===== config.mk =====
export PLATFORM = sky130hd
export DESIGN_NAME = mux_sel_ctrl
export DESIGN_NICKNAME = d
export VERILOG_FILES = /design/src/rtl/mux_sel_ctrl_pkg.sv /design/src/rtl/debounce.sv /design/src/rtl/mux_sel_ctrl.sv
export SDC_FILE = /design/constraint.sdc
export NUM_CORES = 1
export LEC_CHECK = 0
export CORE_AREA = 2 2 80 82
export CTS_BUF_LIST = sky130_fd_sc_hd__clkbuf_4
export DETAILED_ROUTE_END_ITERATION = 8
export DIE_AREA = 0 0 82 84
export GPL_TIMING_DRIVEN = 0
export PLACE_DENSITY = 0.7
export SLEW_MARGIN = 20
export SYNTH_ARGS = -nofsm -noshare
export SYNTH_HDL_FRONTEND = slang
export SYNTH_HIERARCHICAL = 1
export SYNTH_SLANG_ARGS = --single-unit

===== constraint.sdc =====
create_clock -name clk -period 2.18 [get_ports clk]
set_input_delay 0.436 -clock clk [delete_from_list [all_inputs] [get_ports clk]]
set_output_delay 0.436 -clock clk [all_outputs]
set_load 0.01 [all_outputs]

===== src/rtl/mux_sel_ctrl_pkg.sv =====
`default_nettype none
// ============================================================================
//  Module      : mux_sel_ctrl_pkg
//  Description : Shared mode encodings, parameter defaults and counter sizing
//                for the mux select controller.
//  Revision    : 1.0 - initial release
// ============================================================================
package mux_sel_ctrl_pkg;

    typedef enum logic {
        MANUAL = 1'b0,
        AUTO   = 1'b1
    } mode_e;

    localparam int unsigned DEBOUNCE_CYCLES_DEF = 32'd500000;
    localparam int unsigned AUTO_PERIOD_DEF     = 32'd50000000;

    // Keeps counters at least one bit wide for the smallest legal terminal count.
    function automatic int ctr_width(input int unsigned n);
        return (n > 32'd2) ? $clog2(n) : 1;
    endfunction

endpackage : mux_sel_ctrl_pkg
`default_nettype wire


===== src/rtl/debounce.sv =====
`default_nettype none
// ============================================================================
//  Module      : debounce
//  Description : Two-flop synchronizer plus stability counter for an
//                active-low pushbutton; emits debounced level and press strobe.
//  Revision    : 1.0 - initial release
// ============================================================================
module debounce
    import mux_sel_ctrl_pkg::*;
#(
    parameter int unsigned STABLE_CYCLES = DEBOUNCE_CYCLES_DEF
) (
    input  logic clk,
    input  logic reset_n,
    input  logic raw_n_i,
    output logic level_o,
    output logic rise_o
);

    localparam int              CW       = ctr_width(STABLE_CYCLES);
    localparam logic [CW-1:0]   CNT_LAST = CW'(STABLE_CYCLES - 32'd1);

    logic          sync1_q;
    logic          sync2_q;
    logic          stable_q;
    logic          stable_d;
    logic          rise_q;
    logic          rise_d;
    logic [CW-1:0] cnt_q;
    logic [CW-1:0] cnt_d;
    logic          w_pressed;

    assign w_pressed = ~sync2_q;

    // Counter only advances while the synced input disagrees with the accepted
    // level; any agreement, or an accepted flip, restarts the count.
    always_comb begin
        cnt_d    = '0;
        stable_d = stable_q;
        rise_d   = 1'b0;
        if (w_pressed != stable_q) begin
            if (cnt_q == CNT_LAST) begin
                stable_d = w_pressed;
                rise_d   = w_pressed;
            end else begin
                cnt_d = cnt_q + 1'b1;
            end
        end
    end

    always_ff @(posedge clk or negedge reset_n) begin
        if (!reset_n) begin
            sync1_q  <= 1'b1;
            sync2_q  <= 1'b1;
            stable_q <= 1'b0;
            rise_q   <= 1'b0;
            cnt_q    <= '0;
        end else begin
            sync1_q  <= raw_n_i;
            sync2_q  <= sync1_q;
            stable_q <= stable_d;
            rise_q   <= rise_d;
            cnt_q    <= cnt_d;
        end
    end

    assign level_o = stable_q;
    assign rise_o  = rise_q;

endmodule : debounce
`default_nettype wire


===== src/rtl/mux_sel_ctrl.sv =====
`default_nettype none
// ============================================================================
//  Module      : mux_sel_ctrl
//  Description : 2:1 mux select generator: toggles on debounced button presses
//                or alternates at a fixed period in auto mode.
//  Revision    : 1.0 - initial release
// ============================================================================
module mux_sel_ctrl
    import mux_sel_ctrl_pkg::*;
#(
    parameter int unsigned DEBOUNCE_CYCLES = DEBOUNCE_CYCLES_DEF,
    parameter int unsigned AUTO_PERIOD     = AUTO_PERIOD_DEF
) (
    input  logic clk,
    input  logic reset_n,
    input  logic btn_n,
    input  logic auto_en,
    output logic sel,
    output logic sel_changed,
    output logic btn_level
);

    localparam int            PW          = ctr_width(AUTO_PERIOD);
    localparam logic [PW-1:0] PERIOD_LAST = PW'(AUTO_PERIOD - 32'd1);

    logic          w_press;
    logic          w_level;
    logic          auto_s1_q;
    logic          auto_s2_q;
    mode_e         state_q;
    mode_e         state_d;
    logic [PW-1:0] period_q;
    logic [PW-1:0] period_d;
    logic          sel_q;
    logic          sel_d;
    logic          sel_chg_q;
    logic          w_toggle;

    debounce #(
        .STABLE_CYCLES (DEBOUNCE_CYCLES)
    ) u_debounce (
        .clk     (clk),
        .reset_n (reset_n),
        .raw_n_i (btn_n),
        .level_o (w_level),
        .rise_o  (w_press)
    );

    // A press coinciding with period expiry yields a single toggle; both paths
    // restart the period from zero.
    always_comb begin
        state_d  = state_q;
        period_d = period_q;
        w_toggle = 1'b0;
        case (state_q)
            MANUAL: begin
                period_d = '0;
                w_toggle = w_press;
                if (auto_s2_q) begin
                    state_d = AUTO;
                end
            end
            AUTO: begin
                if (w_press || (period_q == PERIOD_LAST)) begin
                    w_toggle = 1'b1;
                    period_d = '0;
                end else begin
                    period_d = period_q + 1'b1;
                end
                if (!auto_s2_q) begin
                    state_d = MANUAL;
                end
            end
            default: begin
                state_d  = MANUAL;
                period_d = '0;
            end
        endcase
        sel_d = sel_q ^ w_toggle;
    end

    always_ff @(posedge clk or negedge reset_n) begin
        if (!reset_n) begin
            auto_s1_q <= 1'b0;
            auto_s2_q <= 1'b0;
            state_q   <= MANUAL;
            period_q  <= '0;
            sel_q     <= 1'b1;
            sel_chg_q <= 1'b0;
        end else begin
            auto_s1_q <= auto_en;
            auto_s2_q <= auto_s1_q;
            state_q   <= state_d;
            period_q  <= period_d;
            sel_q     <= sel_d;
            sel_chg_q <= w_toggle;
        end
    end

    assign sel         = sel_q;
    assign sel_changed = sel_chg_q;
    assign btn_level   = w_level;

endmodule : mux_sel_ctrl
`default_nettype wire


# --- Word level (Yosys, flattened, before mapping) ---
# Index checks and enable logic that the tools add are counted.
classes:
  addsub: 2
  mul: 0
  div_mod_pow: 0
  magnitude_cmp: 0
  n_eq_ne: 3
  n_shift: 0
  mux: 9
  n_bitwise: 3
  reduce_logical: 2
ops:
  columns: ["cell", "count"]
  rows:
  - ["case mux 26 bit (2 select lines)", 1]
  - ["two-way mux 19 bit", 2]
  - ["adder 26 x 1 -> 26 bit (second input constant)", 1]
  - ["equality test 26 bit (second input constant)", 1]
  - ["two-way mux 26 bit", 1]
  - ["adder 19 x 1 -> 19 bit (second input constant)", 1]
  - ["equality test 19 bit (second input constant)", 1]
  - ["two-way mux 1 bit", 4]
  - ["NOT 1 bit", 2]
  - ["case mux 1 bit (2 select lines)", 1]
  - ["AND reduction 2 bit", 1]
  - ["logical OR 1 bit", 1]
  - ["!= test 1 bit", 1]
  - ["XOR 1 bit", 1]
word_totals:
  regBits: 54
  latch_bits: 0
  ram_bits: 0
  rom_bits: 0
  out_inout_bits: 3
  memories: 0

# --- Depth between registers and ports, before layout ---
# Gate-level depths: netlist of the first run.
depth:
  word_depth: 5
  ltp_mapped: 6
  mapped_depth_nobuf: 5

# --- Modules after synthesis ---
# Netlist of the first run, hierarchy kept.
modules_own_cells:
  columns: ["module", "instances", "cells_each", "area_each_um2", "seq_area_each_um2"]
  rows:
  - ["mux_sel_ctrl", 1, 149, 1490.2, 777.0]
  - ["debounce", 1, 106, 1141.1, 578.1]

# --- Least setup slack after synthesis of the first run ---
# OpenSTA, ideal clock, no wires.
synth_timing:
  path_type: "reg-to-reg"
  start: "register period_q[0]"
  end: "register period_q[18]"
  arrival_ps: 1966
  required_time_ps: 2102
  path_slack_ps: 136
  stages_incl_launch_ff: 7
  n_path_buf: 1
  period_less_slack_ps: 2044
  cell_sequence: "dfrtp_1 > ha_1 > nand3_1 > or4_4 > buf_6 > or4_1 > a21oi_1"
synth_between:
  elab_chain_len: 4
  elab_cells_between_ends: 5
  classes_between: "add/sub (1); eq/ne (1); mux (2); reduce/logical (1)"
synth_lines:
  columns: ["item", "line", "text"]
  rows:
  - ["from (decl)", "mux_sel_ctrl.sv:32", "logic [PW-1:0] period_q;"]
  - ["from (signal assigned)", "mux_sel_ctrl.sv:94", "period_q <= period_d;"]
  - ["parallel branches: the longest is 2 deep, another holds adder 26 x 1 -> 26 bit", null, null]
  - ["two-way mux 26 bit (*)", "mux_sel_ctrl.sv:64", "if (w_press || (period_q == PERIOD_LAST)) begin"]
  - ["case mux 26 bit (2 select lines) (*)", "mux_sel_ctrl.sv:55", "case (state_q)"]
  - ["named net period_d[18]", "mux_sel_ctrl.sv:33", "logic [PW-1:0] period_d;"]
# Mark *: on every way through the listed nets, which the timed path passes.
# A chain may end at the register's enable or synchronous reset.

# --- Final worst setup path of the first run ---
layout_timing:
  start: "register period_q[1]"
  end: "register period_q[18]"
# Same word-level chain as after synthesis.

==> impl_metrics.env, run 1 <==
export IMPL_cp_slowest_stage_delay_ns=0.59
export IMPL_startpoint_type="register"
export IMPL_path_cells="ha_4 > nand3_2 > or4_4 > buf_6 > or4_1 > a21oi_2"
export IMPL_wl_mm=4.94
export IMPL_timing_worst_slew_pin_value_ns=0.659
export IMPL_post_synthesis_share_of_cell_area_spent_on_xor_and_xnor_gates_pct=9.32
export IMPL_crit_start="period_q[1]"
export IMPL_power_internal_mw=1.31
export IMPL_num_fill_cells=579
export IMPL_min_period_over_period_pct=97.7
export IMPL_synthesis_yosys_warnings=6
export IMPL_syn_to_final_growth_pct=12.1
export IMPL_power_mw=1.67
export IMPL_hold_buffers=0
export IMPL_nets=280
export IMPL_initial_core_utilization_pct=43.2
export IMPL_synth_seq_cells=54
export IMPL_place_detailed_instances=338
export IMPL_power_density_nw_per_um2=565
export IMPL_yosysTopAreaCell="dfrtp_1"
export IMPL_cp_arrival_ns=2.44
export IMPL_clockPowerShare_pct=34.0
export IMPL_avgSynthCellArea_um2=10.3
export IMPL_stdcell_count=352
export IMPL_max_fanout_on_critical_path=7
export IMPL_num_rows=29
export IMPL_synth_simple_gate_area_share_pct=27.0
export IMPL_pwr_share_seq_pct=61.8
export IMPL_number_of_global_route_vias_before_repair=1857
export IMPL_crit_required_ns=2.49
export IMPL_detailedRoute_firstPassIterationCount=4
export IMPL_synth_adder_area_share_pct=0.951
export IMPL_cts_made_buffers=5
export IMPL_number_of_antenna_violations_at_the_first_check_in_global_routing=0
export IMPL_ant_nets=0
export IMPL_post_synth_num_cell_types=45
export IMPL_vias=1969
export IMPL_criticalPathCategory="reg -> reg"
export IMPL_report_final_hold_viol_count=0
export IMPL_reg2reg_from="period_q[1]"
export IMPL_run_status="completed"
export IMPL_die_w_um=82
export IMPL_cp_num_buf_inv=1
export IMPL_ys_flop_type="dfrtp_1"
export IMPL_detail_route_iter0_violations=185
export IMPL_place_congestion=0.840
export IMPL_critical_path_slowest_cell="or4_4"
export IMPL_power_switching_share_pct=21.3
export IMPL_total_die_area_um2=6890
export IMPL_setup_worst_path_end_class="register"
export IMPL_insertion_delay_of_the_later_clocked_pin_in_the_worst_skew_pair_ns=0.37
export IMPL_synth_yosys_seq_area_share_pct=51.5
export IMPL_cap_violations=0
export IMPL_number_of_flops_mapped_to_enable_cells_by_yosys=0
export IMPL_clockBufferDepth=2
export IMPL_hpwlAfterDp_mm=3.35
export IMPL_p_leak_nw=1.15
export IMPL_post_synth_top_count_cell="dfrtp_1"
export IMPL_antenna_cells_inserted=0
export IMPL_mappedNetlistNets=261
export IMPL_die_height_um=84
export IMPL_crit_family="simple AND/OR/NAND/NOR gates"
export IMPL_grt_overflow_total=0
export IMPL_cts_sink_count=54
export IMPL_fin_crit_ns=2.13
export IMPL_vias_per_cell=5.59
export IMPL_report_final_slew_viol_count=0
export IMPL_fraction_of_the_mapped_netlist_area_in_compound_gates_pct=8.04
export IMPL_reg_clk_slew_reported_paths_ns=0.15
export IMPL_worst_slew_margin_rel_pct=56.1
export IMPL_detail_route_drc_violations=0
export IMPL_grt_first_pass_wirelength_mm=8.62
export IMPL_fin_worst_skew_ns=0.0117
export IMPL_holdCritPathClass="in -> async"
export IMPL_portBuffers=6
export IMPL_route_detailed_wl_per_inst_um=14.0
export IMPL_core_area_um2=6100
export IMPL_synth_async_sr_flop_share_pct=100
export IMPL_largest_net_degree_at_the_start_of_global_routing=55
export IMPL_tritoncts_clock_tree="done"
export IMPL_yosys_area_top_type_share_pct=48.5
export IMPL_setup_violations_final=0
export IMPL_cts_htree_levels=2
export IMPL_syn_area_um2=2630
export IMPL_power_switching_uw=356
export IMPL_main_combinational_cell_family_by_area_after_synthesis="simple AND/OR/NAND/NOR gates"
export IMPL_fraction_of_final_layout_cells_with_drive_strength_greater_than_1_pct=16.0
export IMPL_power_frac_comb_pct=4.2
export IMPL_ys_top_cells_by_count="51 x dfrtp_1, 35 x nor2_1, 19 x xnor2_1"
export IMPL_cts_root_buffer_cell="clkbuf_4"
export IMPL_synth_area_mux_share_pct=0.761
export IMPL_vdd_ir_drop_max_mv=0.342
export IMPL_top_level_ports=7
export IMPL_achievable_frequency_mhz=469
export IMPL_synth_top_cells_by_area="dfrtp_1 49%, xnor2_1 6.3%, nor2_1 5.0%, nand3_1 3.4%, dfstp_2 3.0%"
export IMPL_synthCells=255
export IMPL_track_usage_pct=16.0
[layout make-up]
cell class	count	area (um^2)	share of cell area [%]
multi-input cells	187	1240	42.2
clock buffers	7	52.6	1.78
inverters	7	26.3	0.891
flip-flops and latches	54	1360	46.0
clock inverters	1	30.0	1.02
well taps	77	96.3	3.27
plain buffers	7	40.0	1.36
repair buffers	12	103	3.48
[worst register-to-register path: cells and delay by family, from the launching register on]
kind	cells	cell delay, ns
AO/OA/AOI/OAI	1	0.14
AND/OR/NAND/NOR	3	1.20
flip-flops	1	0.42
adder cells (fa/ha/maj)	1	0.16
buffers and inverters	1	0.16
[through the flow]
stage,worst slack [ns],utilization [%],hold WS [ns],instance area (um^2),TNS [ns]
6_report,0.0493,48.4,0.0883,2950,0
5_1_grt,-0.00716,48.4,0.112,2950,-0.00716
3_5_place_dp,-0.0528,45.7,0.342,2790,-0.0528
4_1_cts,0.00597,47.4,0.0958,2890,0
2_1_floorplan,0.136,-,0.140,2630,0
3_3_place_gp,-0.947,45.7,0.333,2790,-49.33
[state kept, by name, summed over array words and instances (netlist names)]
name,count
period_q,26
u_debounce/cnt_q,19
auto_s1_q,1
auto_s2_q,1
sel,1
sel_changed,1
state_q,1
u_debounce/level_o,1
u_debounce/rise_o,1
u_debounce/sync1_q,1
u_debounce/sync2_q,1
[metal layers]
layer / share of wire, % / track usage, % / up-vias
li1: - / - / 958
met1: 47 / 22.7 / 984
met2: 50 / 24.7 / 21
met3: 2.3 / 3.14 / 6
met4: 1.3 / 5.00 / 0
met5: 0 / 0 / -
[what timing repair did]
item | in CTS | in global routing
endpoints found under the setup margin | 3 | 11
setup buffers | 2 | 4
gates resized for setup | 2 | 9
pin swaps | 0 | 2
[power by group through the flow]
stage | Combinational, mW | Sequential (mW) | Clock (mW)
5_1_grt | 0.0827 | 1.03 | 0.619
3_3_place_gp | 0.0600 | 1.05 | 0
6_report | 0.0704 | 1.03 | 0.566
3_5_place_dp | 0.0590 | 1.05 | 0
2_1_floorplan | 0.0271 | 1.05 | 0
4_1_cts | 0.0667 | 1.03 | 0.592
[logic make-up after synthesis]
| group | count (synthesis) |
|---|---|
| xor gates and xnor gates | 28 |
| adders and majority gates | 2 |
| AOI/OAI and AO/OA | 35 |
| DFF | 54 |
| and+or+nand+nor | 120 |
| buffers and inverters | 14 |
| muxes | 2 |
[placed cells by master (no fill, tap or decap), drive strengths merged, types with 2 or more instances in the layout]
cell type      instances
or4                   11
nand4                  8
nor4                   7
nor2                  35
and4                   2
mux2i                  2
nand3                 19
o31ai                  7
nor3                   9
clkbuf                12
ha                     2
inv                    7
nor4bb                 2
clkdlybuf4s50          5
and3                   5
xor2                   9
o21ai                  9
or3                    5
a21oi                 15
buf                    9
dfstp                  3
dfrtp                 51
xnor2                 19
nand2                 10
[worst paths after layout]
check / endpoint / slack, ns / cells after the start
setup / recovery: period_q[18] / 0.05 / 6
hold / removal: period_q[18] / 0.09 / 1
setup reg to reg: period_q[18] / 0.05 / 6
hold reg to reg: u_debounce/sync2_q / 0.37 / 0
max in group asynchronous: period_q[7] / 1.63 / 1
min in group clk: u_debounce/sync2_q / 0.37 / 0
No activity file was read; power rests on OpenSTA's default activity.
==> inputs of run 2 (changes only) <==
CTS_BUF_LIST = sky130_fd_sc_hd__clkbuf_8   (was sky130_fd_sc_hd__clkbuf_4)
==> run 2 against run 1 <==
  * Core utilization fell by 0.21 points
  * Largest power group unchanged
  * Non-clock buffer count decreased by 4
  * First-iteration DRC count shrank 1.1%
  * Die area stayed put
  * Count of clock-buffer cells in the layout is 2 lower
  * Largest cell class unchanged
  * Via count down 0.36%
==> impl_metrics.env, run 2 (same netlist as run 1, synthesis figures left out) <==
export IMPL_total_die_area_um2=6890
export IMPL_min_period_over_period_pct=95.8
export IMPL_cts_root_buffer_cell="clkbuf_8"
export IMPL_hold_buffers=0
export IMPL_cts_sink_count=54
export IMPL_portBuffers=6
export IMPL_place_congestion=0.840
export IMPL_cp_arrival_ns=2.32
export IMPL_tritoncts_clock_tree="done"
export IMPL_cts_made_buffers=5
export IMPL_detailedRoute_firstPassIterationCount=4
export IMPL_place_detailed_instances=338
export IMPL_setup_worst_path_end_class="register"
export IMPL_largest_register_ff_count=26
export IMPL_grt_first_pass_wirelength_mm=8.58
export IMPL_path_cells="ha_4 > nand3_2 > or4_4 > buf_6 > or4_1 > a21oi_1"
export IMPL_report_final_hold_viol_count=0
export IMPL_power_density_nw_per_um2=593
export IMPL_syn_to_final_growth_pct=11.6
export IMPL_nets=276
export IMPL_max_fanout_on_critical_path=10
export IMPL_post_place_setup_slack_ns=-0.0528
export IMPL_vdd_ir_drop_max_mv=0.346
export IMPL_p_leak_nw=1.15
export IMPL_layout_cells_most_common_list="51 x dfrtp_1, 35 x nor2_1, 19 x xnor2_1"
export IMPL_critical_path_slowest_cell="or4_4"
export IMPL_cp_slowest_stage_delay_ns=0.54
export IMPL_vias=1962
export IMPL_top_level_ports=7
export IMPL_core_area_um2=6100
export IMPL_area_sequential_um2=1360
export IMPL_stdcell_count=348
export IMPL_achievable_frequency_mhz=479
export IMPL_cap_violations=0
export IMPL_setup_violations_final=0
export IMPL_startpoint_type="register"
export IMPL_die_height_um=84
export IMPL_criticalPathCategory="reg -> reg"
export IMPL_multi_input_comb_area_um2=1240
export IMPL_final_common_cell="dfrtp_1"
export IMPL_wl_mm=4.97
export IMPL_register_name_with_the_most_flops="period_q"
export IMPL_ant_nets=0
export IMPL_fraction_of_final_layout_cells_with_drive_strength_greater_than_1_pct=12.9
export IMPL_detail_route_drc_violations=0
export IMPL_worst_slew_margin_rel_pct=55.7
export IMPL_vias_per_cell=5.64
export IMPL_crit_required_ns=2.42
export IMPL_holdCritPathClass="in -> async"
export IMPL_num_rows=29
export IMPL_initial_core_utilization_pct=43.2
export IMPL_clockBufferDepth=2
export IMPL_track_usage_pct=16.2
export IMPL_antenna_cells_inserted=0
export IMPL_insertion_delay_of_the_later_clocked_pin_in_the_worst_skew_pair_ns=0.30
export IMPL_timing_worst_slew_pin_value_ns=0.664
export IMPL_final_core_util_pct=48.2
export IMPL_reg_clk_slew_reported_paths_ns=0.09
export IMPL_route_detailed_wl_per_inst_um=14.3
export IMPL_largest_net_degree_at_the_start_of_global_routing=55
export IMPL_fin_ws_ns=0.0926
export IMPL_report_final_slew_viol_count=0
export IMPL_fin_worst_skew_ns=0.00830
export IMPL_number_of_global_route_vias_before_repair=1834
export IMPL_biggestRegsByFlops="period_q: 26 flops, u_debounce/cnt_q: 19 flops"
export IMPL_hpwlAfterDp_mm=3.35
export IMPL_grt_overflow_total=0
export IMPL_detail_route_iter0_violations=183
export IMPL_run_status="completed"
export IMPL_die_w_um=82
export IMPL_fin_crit_ns=2.09
export IMPL_number_of_antenna_violations_at_the_first_check_in_global_routing=0
export IMPL_num_fill_cells=584
export IMPL_cts_htree_levels=2
==> run 2: cell types whose count changed in the layout (fill, tap and decap cells not counted), sizes merged <==
cell and delta:
clkbuf -2, inv +2, buf -4
==> run 2: stage by stage <==
step	hold WS, ns	cell area, um^2	setup TNS, ns	power (mW)
global placement	0.333	2790	-49.33	1.11
floorplan	0.140	2630	0	1.07
global route	0.209	2940	-0.00222	1.81
finish	0.164	2940	0	1.74
detailed placement	0.342	2790	-0.0528	1.11
CTS	0.187	2910	0	1.76
==> run 2: power breakdown <==
group	leakage [nW]	switching (mW)	internal, mW
combinational	0.355	0.0443	0.0224
clock	0.0607	0.312	0.335
sequential	0.732	0.0132	1.02
total	1.15	0.369	1.37
==> run 2: area by class of cell <==
class                   count  area share, %
flip-flops and latches     54           46.1
multi-input cells         187           42.3
well taps                  77           3.28
repair buffers              8           2.47
clock buffers               5           2.34
plain buffers               7           1.32
clock inverters             3           1.28
inverters                   7          0.895
==> run 2: worst paths after layout <==
path                             start                    to  slack (ns)  depth (start not counted)
max                        period_q[0]          period_q[18]        0.09                          6
min                            reset_n           period_q[4]        0.16                          1
max reg2reg                period_q[0]          period_q[18]        0.09                          6
min reg2reg                  auto_s2_q               state_q        0.35                          0
max in group asynchronous      reset_n  u_debounce/cnt_q[15]        1.58                          1
min in group clk             auto_s2_q               state_q        0.35                          0
==> run 2: worst max-delay path: cells and delay by family, from the launching register on <==
kind            cells  cell delay [ns]
simple gates        3             1.13
compound gates      1             0.15
buf+inv             1             0.16
flops               1             0.40
fa+ha+maj           1             0.18
==> run 2: per-layer routing <==
layer	vias up	GRT usage [%]	wire length (um)
met1	983	22.7	2340
met5	-	0	0
met4	0	5.91	79
met3	6	3.46	144
li1	946	-	-
met2	27	24.5	2410
==> run 2: timing repair <==
item	4_1_cts	5_1_grt
gates cloned	0	0
setup endpoints to repair	2	7
buffers inserted	2	0
resized for setup	2	4
hold endpoints to repair	0	0
